`src/rtl/fpu_pkg.sv`:
```
// Shared FP types for the decoder/issue path: FPU op encodings, RV32F major opcodes, issue FSM states.
// Also defines the fflags bit layout {NV,DZ,OF,UF,NX} used by the sticky accumulator.
package fpu_pkg;

    typedef enum logic [3:0] {
        FMADD    = 4'd0,
        FNMSUB   = 4'd1,
        ADD      = 4'd2,
        MUL      = 4'd3,
        DIV      = 4'd4,
        SQRT     = 4'd5,
        SGNJ     = 4'd6,
        MINMAX   = 4'd7,
        CMP      = 4'd8,
        CLASSIFY = 4'd9,
        F2F      = 4'd10,
        F2I      = 4'd11,
        I2F      = 4'd12,
        CPKAB    = 4'd13,
        CPKCD    = 4'd14
    } fp_operations_e;

    typedef enum logic [6:0] {
        OPC_LOAD_FP  = 7'b0000111,
        OPC_STORE_FP = 7'b0100111,
        OPC_FMADD    = 7'b1000011,
        OPC_FMSUB    = 7'b1000111,
        OPC_FNMSUB   = 7'b1001011,
        OPC_FNMADD   = 7'b1001111,
        OPC_OP_FP    = 7'b1010011
    } fp_opcode_e;

    typedef enum logic [1:0] {
        IDLE  = 2'd0,
        ISSUE = 2'd1,
        WAIT  = 2'd2,
        WB    = 2'd3
    } issue_state_e;

    typedef enum logic [1:0] {
        DST_NONE = 2'd0,
        DST_FP   = 2'd1,
        DST_INT  = 2'd2
    } dst_e;

    localparam int FFLAGS_W = 5;
    localparam int FFLAG_NX = 0;
    localparam int FFLAG_UF = 1;
    localparam int FFLAG_OF = 2;
    localparam int FFLAG_DZ = 3;
    localparam int FFLAG_NV = 4;

endpackage

```
`src/rtl/fpu_issue_ctrl_if.sv`:
```
// Request/response channel between the issue controller (master) and the FPU core (slave).
// Request and response each use valid/ready; fpu_flush_o is a one-cycle kill toward the FPU.
interface fpu_issue_ctrl_if #(
    parameter int DATA_W = 32
);
    logic              fpu_in_valid_o;
    logic              fpu_in_ready_i;
    logic [3:0]        fpu_op_o;
    logic              fpu_op_mod_o;
    logic [2:0]        fpu_rnd_o;
    logic [DATA_W-1:0] fpu_opa_o;
    logic [DATA_W-1:0] fpu_opb_o;
    logic [DATA_W-1:0] fpu_opc_o;
    logic              fpu_out_valid_i;
    logic              fpu_out_ready_o;
    logic [DATA_W-1:0] fpu_result_i;
    logic [4:0]        fpu_status_i;
    logic              fpu_flush_o;

    modport master (
        output fpu_in_valid_o, fpu_op_o, fpu_op_mod_o, fpu_rnd_o,
               fpu_opa_o, fpu_opb_o, fpu_opc_o, fpu_out_ready_o, fpu_flush_o,
        input  fpu_in_ready_i, fpu_out_valid_i, fpu_result_i, fpu_status_i
    );

    modport slave (
        input  fpu_in_valid_o, fpu_op_o, fpu_op_mod_o, fpu_rnd_o,
               fpu_opa_o, fpu_opb_o, fpu_opc_o, fpu_out_ready_o, fpu_flush_o,
        output fpu_in_ready_i, fpu_out_valid_i, fpu_result_i, fpu_status_i
    );
endinterface

```
`src/rtl/fpu_fflags_reg.sv`:
```
// Sticky fflags accumulator, single-cycle update; no backpressure.
// A clear in the same cycle as an accumulate leaves only the new status.
module fpu_fflags_reg
    import fpu_pkg::*;
(
    input  logic                clk,
    input  logic                rst_n,
    input  logic                clr,
    input  logic                acc_en,
    input  logic [FFLAGS_W-1:0] status,
    output logic [FFLAGS_W-1:0] fflags
);

    logic [FFLAGS_W-1:0] base;

    assign base = clr ? '0 : fflags;

    always_ff @(posedge clk or negedge rst_n) begin
        if (!rst_n) begin
            fflags <= '0;
        end else if (clr || acc_en) begin
            fflags <= acc_en ? (base | status) : base;
        end
    end

endmodule

```
`src/rtl/fpu_issue_ctrl.sv`:
```
// FP issue stage: 3 cycles + FPU latency from fpu_enable_i to writeback; stalls upstream in ISSUE/WAIT, waits on FPU valid/ready.
// Optional FPU_ISSUE_TIMEOUT_EN bounds WAIT to TIMEOUT_CYCLES and flags a sticky timeout_err_o.
module fpu_issue_ctrl
    import fpu_pkg::*;
#(
    parameter int DATA_W = 32,
    parameter int ADDR_W = 5
`ifdef FPU_ISSUE_TIMEOUT_EN
    ,
    parameter int TIMEOUT_CYCLES = 64
`endif
) (
    input  logic              clk,
    input  logic              rst_n,
    input  logic              fpu_enable_i,
    input  logic [4:0]        apu_op_i,
    input  logic [2:0]        fp_rnd_mode_i,
    input  logic              rf_float_en_i,
    input  logic              rf_int_en_i,
    input  logic [DATA_W-1:0] rs1_i,
    input  logic [DATA_W-1:0] rs2_i,
    input  logic [DATA_W-1:0] rs3_i,
    input  logic [ADDR_W-1:0] rd_i,
    input  logic              flush_i,
    input  logic              fflags_clr_i,
    output logic              stall_o,
    output logic              fp_wr_en_o,
    output logic              int_wr_en_o,
    output logic [ADDR_W-1:0] wr_addr_o,
    output logic [DATA_W-1:0] wr_data_o,
    output logic [4:0]        fflags_o,
    output logic              busy_o,
`ifdef FPU_ISSUE_TIMEOUT_EN
    output logic              timeout_err_o,
`endif
    fpu_issue_ctrl_if.master  fpu
);

    issue_state_e      state_q, state_d;
    logic [3:0]        op_q;
    logic              op_mod_q;
    logic [2:0]        rnd_q;
    logic [DATA_W-1:0] opa_q, opb_q, opc_q, result_q;
    logic [ADDR_W-1:0] rd_q;
    dst_e              dst_q;
    logic              kill_q;
    logic [4:0]        status_q;

    logic              in_valid, out_ready, flush_out, wr_ok;

`ifdef FPU_ISSUE_TIMEOUT_EN
    localparam int CNT_W = (TIMEOUT_CYCLES > 1) ? $clog2(TIMEOUT_CYCLES) : 1;
    logic [CNT_W-1:0]  cnt_q;
    logic              timeout;
    logic              timeout_err_q;
`endif

    always_ff @(posedge clk or negedge rst_n) begin
        if (!rst_n) begin
            state_q <= IDLE;
        end else begin
            state_q <= state_d;
        end
    end

    always_comb begin
        state_d   = state_q;
        stall_o   = 1'b0;
        in_valid  = 1'b0;
        out_ready = 1'b0;
        flush_out = 1'b0;
`ifdef FPU_ISSUE_TIMEOUT_EN
        timeout   = 1'b0;
`endif
        case (state_q)
            IDLE: begin
                stall_o = fpu_enable_i;
                if (fpu_enable_i && !flush_i) state_d = ISSUE;
            end
            ISSUE: begin
                stall_o  = 1'b1;
                in_valid = 1'b1;
                // An accepted op must be drained even if flushed in the same cycle
                if (fpu.fpu_in_ready_i)  state_d = WAIT;
                else if (flush_i)        state_d = IDLE;
            end
            WAIT: begin
                stall_o   = 1'b1;
                out_ready = 1'b1;
                flush_out = flush_i;
                if (fpu.fpu_out_valid_i) begin
                    state_d = WB;
`ifdef FPU_ISSUE_TIMEOUT_EN
                end else if (cnt_q == CNT_W'(TIMEOUT_CYCLES - 1)) begin
                    timeout   = 1'b1;
                    flush_out = 1'b1;
                    state_d   = IDLE;
`endif
                end
            end
            WB: begin
                state_d = IDLE;
            end
            default: state_d = IDLE;
        endcase
    end

    always_ff @(posedge clk or negedge rst_n) begin
        if (!rst_n) begin
            op_q     <= '0;
            op_mod_q <= 1'b0;
            rnd_q    <= '0;
            opa_q    <= '0;
            opb_q    <= '0;
            opc_q    <= '0;
            rd_q     <= '0;
            dst_q    <= DST_NONE;
            kill_q   <= 1'b0;
            result_q <= '0;
            status_q <= '0;
        end else begin
            case (state_q)
                IDLE: begin
                    if (fpu_enable_i && !flush_i) begin
                        op_q     <= apu_op_i[3:0];
                        op_mod_q <= apu_op_i[4];
                        rnd_q    <= fp_rnd_mode_i;
                        opa_q    <= rs1_i;
                        opb_q    <= rs2_i;
                        opc_q    <= rs3_i;
                        rd_q     <= rd_i;
                        dst_q    <= rf_float_en_i ? DST_FP : (rf_int_en_i ? DST_INT : DST_NONE);
                        kill_q   <= 1'b0;
                    end
                end
                ISSUE: begin
                    if (fpu.fpu_in_ready_i && flush_i) kill_q <= 1'b1;
                end
                WAIT: begin
                    kill_q <= kill_q | flush_i;
                    if (fpu.fpu_out_valid_i) begin
                        result_q <= fpu.fpu_result_i;
                        status_q <= fpu.fpu_status_i;
                    end
                end
                default: ;
            endcase
        end
    end

`ifdef FPU_ISSUE_TIMEOUT_EN
    always_ff @(posedge clk or negedge rst_n) begin
        if (!rst_n) begin
            cnt_q         <= '0;
            timeout_err_q <= 1'b0;
        end else begin
            cnt_q         <= (state_q == WAIT) ? cnt_q + 1'b1 : '0;
            timeout_err_q <= timeout_err_q | timeout;
        end
    end

    assign timeout_err_o = timeout_err_q;
`endif

    assign wr_ok       = (state_q == WB) && !kill_q;
    assign fp_wr_en_o  = wr_ok && (dst_q == DST_FP);
    assign int_wr_en_o = wr_ok && (dst_q == DST_INT);
    assign wr_addr_o   = rd_q;
    assign wr_data_o   = result_q;
    assign busy_o      = (state_q != IDLE);

    assign fpu.fpu_in_valid_o  = in_valid;
    assign fpu.fpu_out_ready_o = out_ready;
    assign fpu.fpu_flush_o     = flush_out;
    assign fpu.fpu_op_o        = op_q;
    assign fpu.fpu_op_mod_o    = op_mod_q;
    assign fpu.fpu_rnd_o       = rnd_q;
    assign fpu.fpu_opa_o       = opa_q;
    assign fpu.fpu_opb_o       = opb_q;
    assign fpu.fpu_opc_o       = opc_q;

    fpu_fflags_reg u_fflags (
        .clk    (clk),
        .rst_n  (rst_n),
        .clr    (fflags_clr_i),
        .acc_en (wr_ok),
        .status (status_q),
        .fflags (fflags_o)
    );

endmodule

```
`src/flat_wrapper.sv`:
```
// flat-port wrapper written by rule: the top's interface ports become plain ports
module fpu_issue_ctrl_flat import fpu_pkg::*;
#(
    parameter int DATA_W = 32,
    parameter int ADDR_W = 5

)
  (clk, rst_n, fpu_enable_i, apu_op_i, fp_rnd_mode_i, rf_float_en_i, rf_int_en_i, rs1_i, rs2_i, rs3_i, rd_i, flush_i, fflags_clr_i, stall_o, fp_wr_en_o, int_wr_en_o, wr_addr_o, wr_data_o, fflags_o, busy_o, fpu_fpu_in_valid_o, fpu_fpu_op_o, fpu_fpu_op_mod_o, fpu_fpu_rnd_o, fpu_fpu_opa_o, fpu_fpu_opb_o, fpu_fpu_opc_o, fpu_fpu_out_ready_o, fpu_fpu_flush_o, fpu_fpu_in_ready_i, fpu_fpu_out_valid_i, fpu_fpu_result_i, fpu_fpu_status_i);
  fpu_issue_ctrl_if #(.DATA_W(DATA_W)) fpu_i ();
  input  logic clk;
  input  logic rst_n;
  input  logic fpu_enable_i;
  input  logic [4:0] apu_op_i;
  input  logic [2:0] fp_rnd_mode_i;
  input  logic rf_float_en_i;
  input  logic rf_int_en_i;
  input  logic [DATA_W-1:0] rs1_i;
  input  logic [DATA_W-1:0] rs2_i;
  input  logic [DATA_W-1:0] rs3_i;
  input  logic [ADDR_W-1:0] rd_i;
  input  logic flush_i;
  input  logic fflags_clr_i;
  output logic stall_o;
  output logic fp_wr_en_o;
  output logic int_wr_en_o;
  output logic [ADDR_W-1:0] wr_addr_o;
  output logic [DATA_W-1:0] wr_data_o;
  output logic [4:0] fflags_o;
  output logic busy_o;
  output wire logic [$bits(fpu_i.fpu_in_valid_o)-1:0] fpu_fpu_in_valid_o;
  output wire logic [$bits(fpu_i.fpu_op_o)-1:0] fpu_fpu_op_o;
  output wire logic [$bits(fpu_i.fpu_op_mod_o)-1:0] fpu_fpu_op_mod_o;
  output wire logic [$bits(fpu_i.fpu_rnd_o)-1:0] fpu_fpu_rnd_o;
  output wire logic [$bits(fpu_i.fpu_opa_o)-1:0] fpu_fpu_opa_o;
  output wire logic [$bits(fpu_i.fpu_opb_o)-1:0] fpu_fpu_opb_o;
  output wire logic [$bits(fpu_i.fpu_opc_o)-1:0] fpu_fpu_opc_o;
  output wire logic [$bits(fpu_i.fpu_out_ready_o)-1:0] fpu_fpu_out_ready_o;
  output wire logic [$bits(fpu_i.fpu_flush_o)-1:0] fpu_fpu_flush_o;
  input wire logic [$bits(fpu_i.fpu_in_ready_i)-1:0] fpu_fpu_in_ready_i;
  input wire logic [$bits(fpu_i.fpu_out_valid_i)-1:0] fpu_fpu_out_valid_i;
  input wire logic [$bits(fpu_i.fpu_result_i)-1:0] fpu_fpu_result_i;
  input wire logic [$bits(fpu_i.fpu_status_i)-1:0] fpu_fpu_status_i;
  assign fpu_fpu_in_valid_o = fpu_i.fpu_in_valid_o;
  assign fpu_fpu_op_o = fpu_i.fpu_op_o;
  assign fpu_fpu_op_mod_o = fpu_i.fpu_op_mod_o;
  assign fpu_fpu_rnd_o = fpu_i.fpu_rnd_o;
  assign fpu_fpu_opa_o = fpu_i.fpu_opa_o;
  assign fpu_fpu_opb_o = fpu_i.fpu_opb_o;
  assign fpu_fpu_opc_o = fpu_i.fpu_opc_o;
  assign fpu_fpu_out_ready_o = fpu_i.fpu_out_ready_o;
  assign fpu_fpu_flush_o = fpu_i.fpu_flush_o;
  assign fpu_i.fpu_in_ready_i = fpu_fpu_in_ready_i;
  assign fpu_i.fpu_out_valid_i = fpu_fpu_out_valid_i;
  assign fpu_i.fpu_result_i = fpu_fpu_result_i;
  assign fpu_i.fpu_status_i = fpu_fpu_status_i;
  fpu_issue_ctrl #(.DATA_W(DATA_W), .ADDR_W(ADDR_W)) u_core (.clk(clk), .rst_n(rst_n), .fpu_enable_i(fpu_enable_i), .apu_op_i(apu_op_i), .fp_rnd_mode_i(fp_rnd_mode_i), .rf_float_en_i(rf_float_en_i), .rf_int_en_i(rf_int_en_i), .rs1_i(rs1_i), .rs2_i(rs2_i), .rs3_i(rs3_i), .rd_i(rd_i), .flush_i(flush_i), .fflags_clr_i(fflags_clr_i), .stall_o(stall_o), .fp_wr_en_o(fp_wr_en_o), .int_wr_en_o(int_wr_en_o), .wr_addr_o(wr_addr_o), .wr_data_o(wr_data_o), .fflags_o(fflags_o), .busy_o(busy_o), .fpu(fpu_i));
endmodule
```
`config.mk`:
```
export PLATFORM = sky130hd
export DESIGN_NAME = fpu_issue_ctrl_flat
export DESIGN_NICKNAME = d
export VERILOG_FILES = /design/src/rtl/fpu_pkg.sv /design/src/rtl/fpu_issue_ctrl_if.sv /design/src/rtl/fpu_fflags_reg.sv /design/src/rtl/fpu_issue_ctrl.sv /design/src/flat_wrapper.sv
export SDC_FILE = /design/constraint.sdc
export NUM_CORES = 1
export LEC_CHECK = 0
export CORE_ASPECT_RATIO = 1.75
export CORE_MARGIN = 2
export CORE_UTILIZATION = 34
export DETAILED_ROUTE_END_ITERATION = 8
export GPL_TIMING_DRIVEN = 0
export PLACE_DENSITY = 0.68
export SKIP_CTS_REPAIR_TIMING = 1
export SLEW_MARGIN = 20
export SYNTH_ARGS = -nofsm -noshare
export SYNTH_HDL_FRONTEND = slang
export SYNTH_SLANG_ARGS = --single-unit
export TNS_END_PERCENT = 10
```
`constraint.sdc`:
```
create_clock -name clk -period 1.7 [get_ports clk]
set_input_delay 0.34 -clock clk [delete_from_list [all_inputs] [get_ports clk]]
set_output_delay 0.34 -clock clk [all_outputs]
set_load 0.005 [all_outputs]
```
==> results.md <==
* Clock sink count at ~160
* Cells after DPL at ~920
* Status: finished, violations left
* Static leakage at between 4 and 5 nW
* Total GRT Usage at between 10% and 20%
* Slowest CP cell: dfrtp_2
* Post-DP HPWL at about 13000 µm
* Number of cells on the worst reg-to-reg path at 6
* Post-Syn Nets at between 500 and 600
* Ys async rst share at between 90% and 100%
* Shortest period the worst path allows at 1.94 ns
* EDFF count, synth at 0
* Peak VDD IR at around 1.1 mV
* Final setup viols at 84
* DR WL/cell at roughly 18 µm
* Drt pass-1 iters at 4
* Worst Path Required at approximately 1.4 ns
* Clk root buf: clkbuf_16
* Vias in the first global route at between 4000 and 5000
* Unrepaired setup endpoints after global routing: true
* Hold-critical path depth at 2
* CP bufs+invs at 2
* Max Cap Viol at 0
* Hold EP: u_core.u_fflags.fflags[4]$_DFFE_PN0P_
* Final nets at between 800 and 900
* CP startpoint kind: flip-flop
* Initial antenna violation count at 0
* Row Count at between 60 and 70
* Worst min-delay path startpoint: u_core.status_q[4]$_DFFE_PN0P_
* Flop2flop setup slack at -0.06 ns
* Post-synthesis sequential area ratio at roughly 60%
* First-pass GRT wire length at about 26000 µm
* Clk slew on worst S/H paths at ~0.060 ns
* Die Y at approximately 180 µm
* Register bit total from synthesis at roughly 160
* CP cell instances: inv_2 -> ha_1 -> a21oi_1 -> nor2_1 -> dlymetal6s2s_1
* Vias per cell at 4.54
* Worst R2R End: u_core.fpu.fpu_opa_o[29]$_DFFE_PN0P_
* Delay-heaviest family, CP: flip-flops
* Setup TNS at -3.11 ns
* Setup CP Type: flip-flop to output port
* Crit Path Max Fanout at 4
* Antenna diode count at 0
* Worst hold path type: flip-flop to flip-flop
* Depth of the CTS H-tree at 4
* Area of the mapped netlist at 6320 µm²
* CTS Buf Count at 17
* Syn_area_per_cell at roughly 17 µm²
* Initial DRC count at 92
* Hold Violations, Final at 0
* Core outline area at 18400 µm²
* Tcrit/Tclk final at 114%
* CTS tree: built
* Die area at around 20000 µm²
* F_max at roughly 520 MHz
* Initial core utilization at 34.3%
* Remaining antenna violation count after routing at 0
* Clk_lat worst skew at ~0.42 ns
* Layout cell share with drive strength beyond 1 at 29.7%
* Fillers at between 1500 and 2000
* Port bufs at just over 300
* Worst Skew at between 0.005 and 0.006 ns
* Clk buf depth at 2
* Slew margin rel. at around 53%
* Final wirelength at roughly 17000 µm
* YS warnings at 0
* CP Capture Type: output port
* Max-slew violations at 0
* Grt ovf at 0
* GPL Wtd Cong at 0.778
* Failing checks: setup timing
* Largest net degree at the start of global routing at 92
* Max incr delay on CP at roughly 0.45 ns
* Gate count after technology mapping at 370
* Worst endpoint data arrival time at between 1.5 and 2 ns
* Main synth FF type: dfrtp_1
* Die Width at 107 µm
* Fin cells at ~950
* Post-route worst setup slack at -0.235 ns
* Netlist cell types at 26
* Worst r2r src: u_core.state_q[0]$_DFFE_PN0P_
* DRC viols at 0
* Area growth syn-to-layout at 66.1%
* Cell Pwr Density at ~1700 nW/µm²
* Vias at 4332
* Top Ports at ~310
* Least-Margin Pin Slew at a little over 0.7 ns
[layout make-up]
| cell class | count | area (µm²) | share of cell area [%] |
|---|---|---|---|
| multi-input cells | 189 | 2300 | 21.9 |
| inverters | 10 | 37.5 | 0.358 |
| clock inverters | 6 | 108 | 1.03 |
| plain buffers | 15 | 144 | 1.37 |
| repair buffers | 315 | 3200 | 30.5 |
| flip-flops and latches | 156 | 3910 | 37.2 |
| clock buffers | 25 | 505 | 4.82 |
| well taps | 238 | 298 | 2.84 |
[through the flow]
stage	util [%]	area (µm²)	power (W)	setup WS (ns)	hold WS [ns]
4_1_cts	56.1	10300	0.0186	-0.934	-0.0637
3_3_place_gp	52.6	9690	0.0142	-6.42	0.461
5_1_grt	57.0	10500	0.0194	-0.337	0.494
2_1_floorplan	-	6320	0.00961	0.0484	0.0444
6_report	57.0	10500	0.0183	-0.235	0.475
3_5_place_dp	52.8	9720	0.0145	-0.471	0.402
[routing by layer]
metal,track usage (%),wire (µm),vias up
met5,0,0,-
met3,5.91,1170,39
met4,8.47,638,0
li1,-,-,1957
met2,30.6,9230,189
met1,18.5,6050,2147
[registers in the layout, summed over array words and instances, names as in the netlist, named ones only]
| name | flops |
|---|---|
| u_core.wr_addr_o | 5 |
| u_core.fpu.fpu_op_o | 4 |
| u_core.state_q | 1 |
| u_core.wr_data_o | 32 |
| u_core.dst_q | 2 |
| u_core.fpu.fpu_opb_o | 32 |
| u_core.fpu.fpu_op_mod_o | 1 |
| u_core.kill_q | 1 |
| u_core.status_q | 5 |
| u_core.fpu.fpu_opa_o | 32 |
| u_core.fpu.fpu_opc_o | 32 |
| u_core.u_fflags.fflags | 5 |
| u_core.fpu.fpu_rnd_o | 3 |
[cells by family after synthesis]
kind of cell / share of synthesized area (%)
flip-flops: 61.8
multiplexers: 30.8
buffers and inverters: 2.61
AND/OR/NAND/NOR: 1.80
AO/OA/AOI/OAI: 1.58
adder cells (fa/ha/maj): 1.39
[layout by cell type, fill, tap and decap left out, drive strengths merged, types with 2 or more instances in the layout]
cell type and count:
mux2 147, nand2b 2, ha 7, buf 23, inv 10, o21ai 6, clkdlybuf4s50 281, dlymetal6s2s 21
dfrtp 156, clkinv 2, bufinv 3, a21oi 3, nor3b 3, clkbuf 29, and3b 2, nand2 7
nor2 2
[tightest hold or removal path: stages (launching register included)]
cell,delay (ns)
dfrtp_1,0.34
nand2_1,0.05
o21ai_0,0.06
[power by group]
group          switching, W  internal, W
combinational       0.00229      0.00553
sequential          0.00102      0.00557
clock               0.00143      0.00249
total               0.00474       0.0136
[worst max-delay path by stage]
stage / from / end / slack (ns) / cells past startpoint
after global routing: flip-flop / fp_wr_en_o / -0.34 / 5
final: u_core.state_q[0]$_DFFE_PN0P_ / stall_o / -0.24 / 5
after floorplan: u_core.state_q[0]$_DFFE_PN0P_ / u_core.fpu.fpu_opa_o[15]$_DFFE_PN0P_ / 0.05 / 6
after global placement: rst_n / u_core.state_q[0]$_DFFE_PN0P_ / -6.42 / 1
after detailed placement: u_core.state_q[0]$_DFFE_PN0P_ / int_wr_en_o / -0.47 / 4
after CTS: u_core.state_q[0]$_DFFE_PN0P_ / int_wr_en_o / -0.93 / 4
[cell usage after synthesis, types with 2 or more instances]
| cell | instances | area, µm² |
|---|---|---|
| nor3b_1 | 3 | 22.5 |
| buf_6 | 8 | 90.1 |
| a21oi_1 | 3 | 15.0 |
| and3b_1 | 2 | 17.5 |
| inv_1 | 10 | 37.5 |
| nand2b_1 | 2 | 12.5 |
| mux2_4 | 78 | 1170 |
| dfrtp_1 | 156 | 3900 |
| ha_1 | 7 | 87.6 |
| nand2_1 | 6 | 22.5 |
| buf_2 | 6 | 30.0 |
| nor2_1 | 2 | 7.51 |
| o21ai_0 | 6 | 30.0 |
| mux2_2 | 69 | 777 |
(Power assumes the default switching activity.)
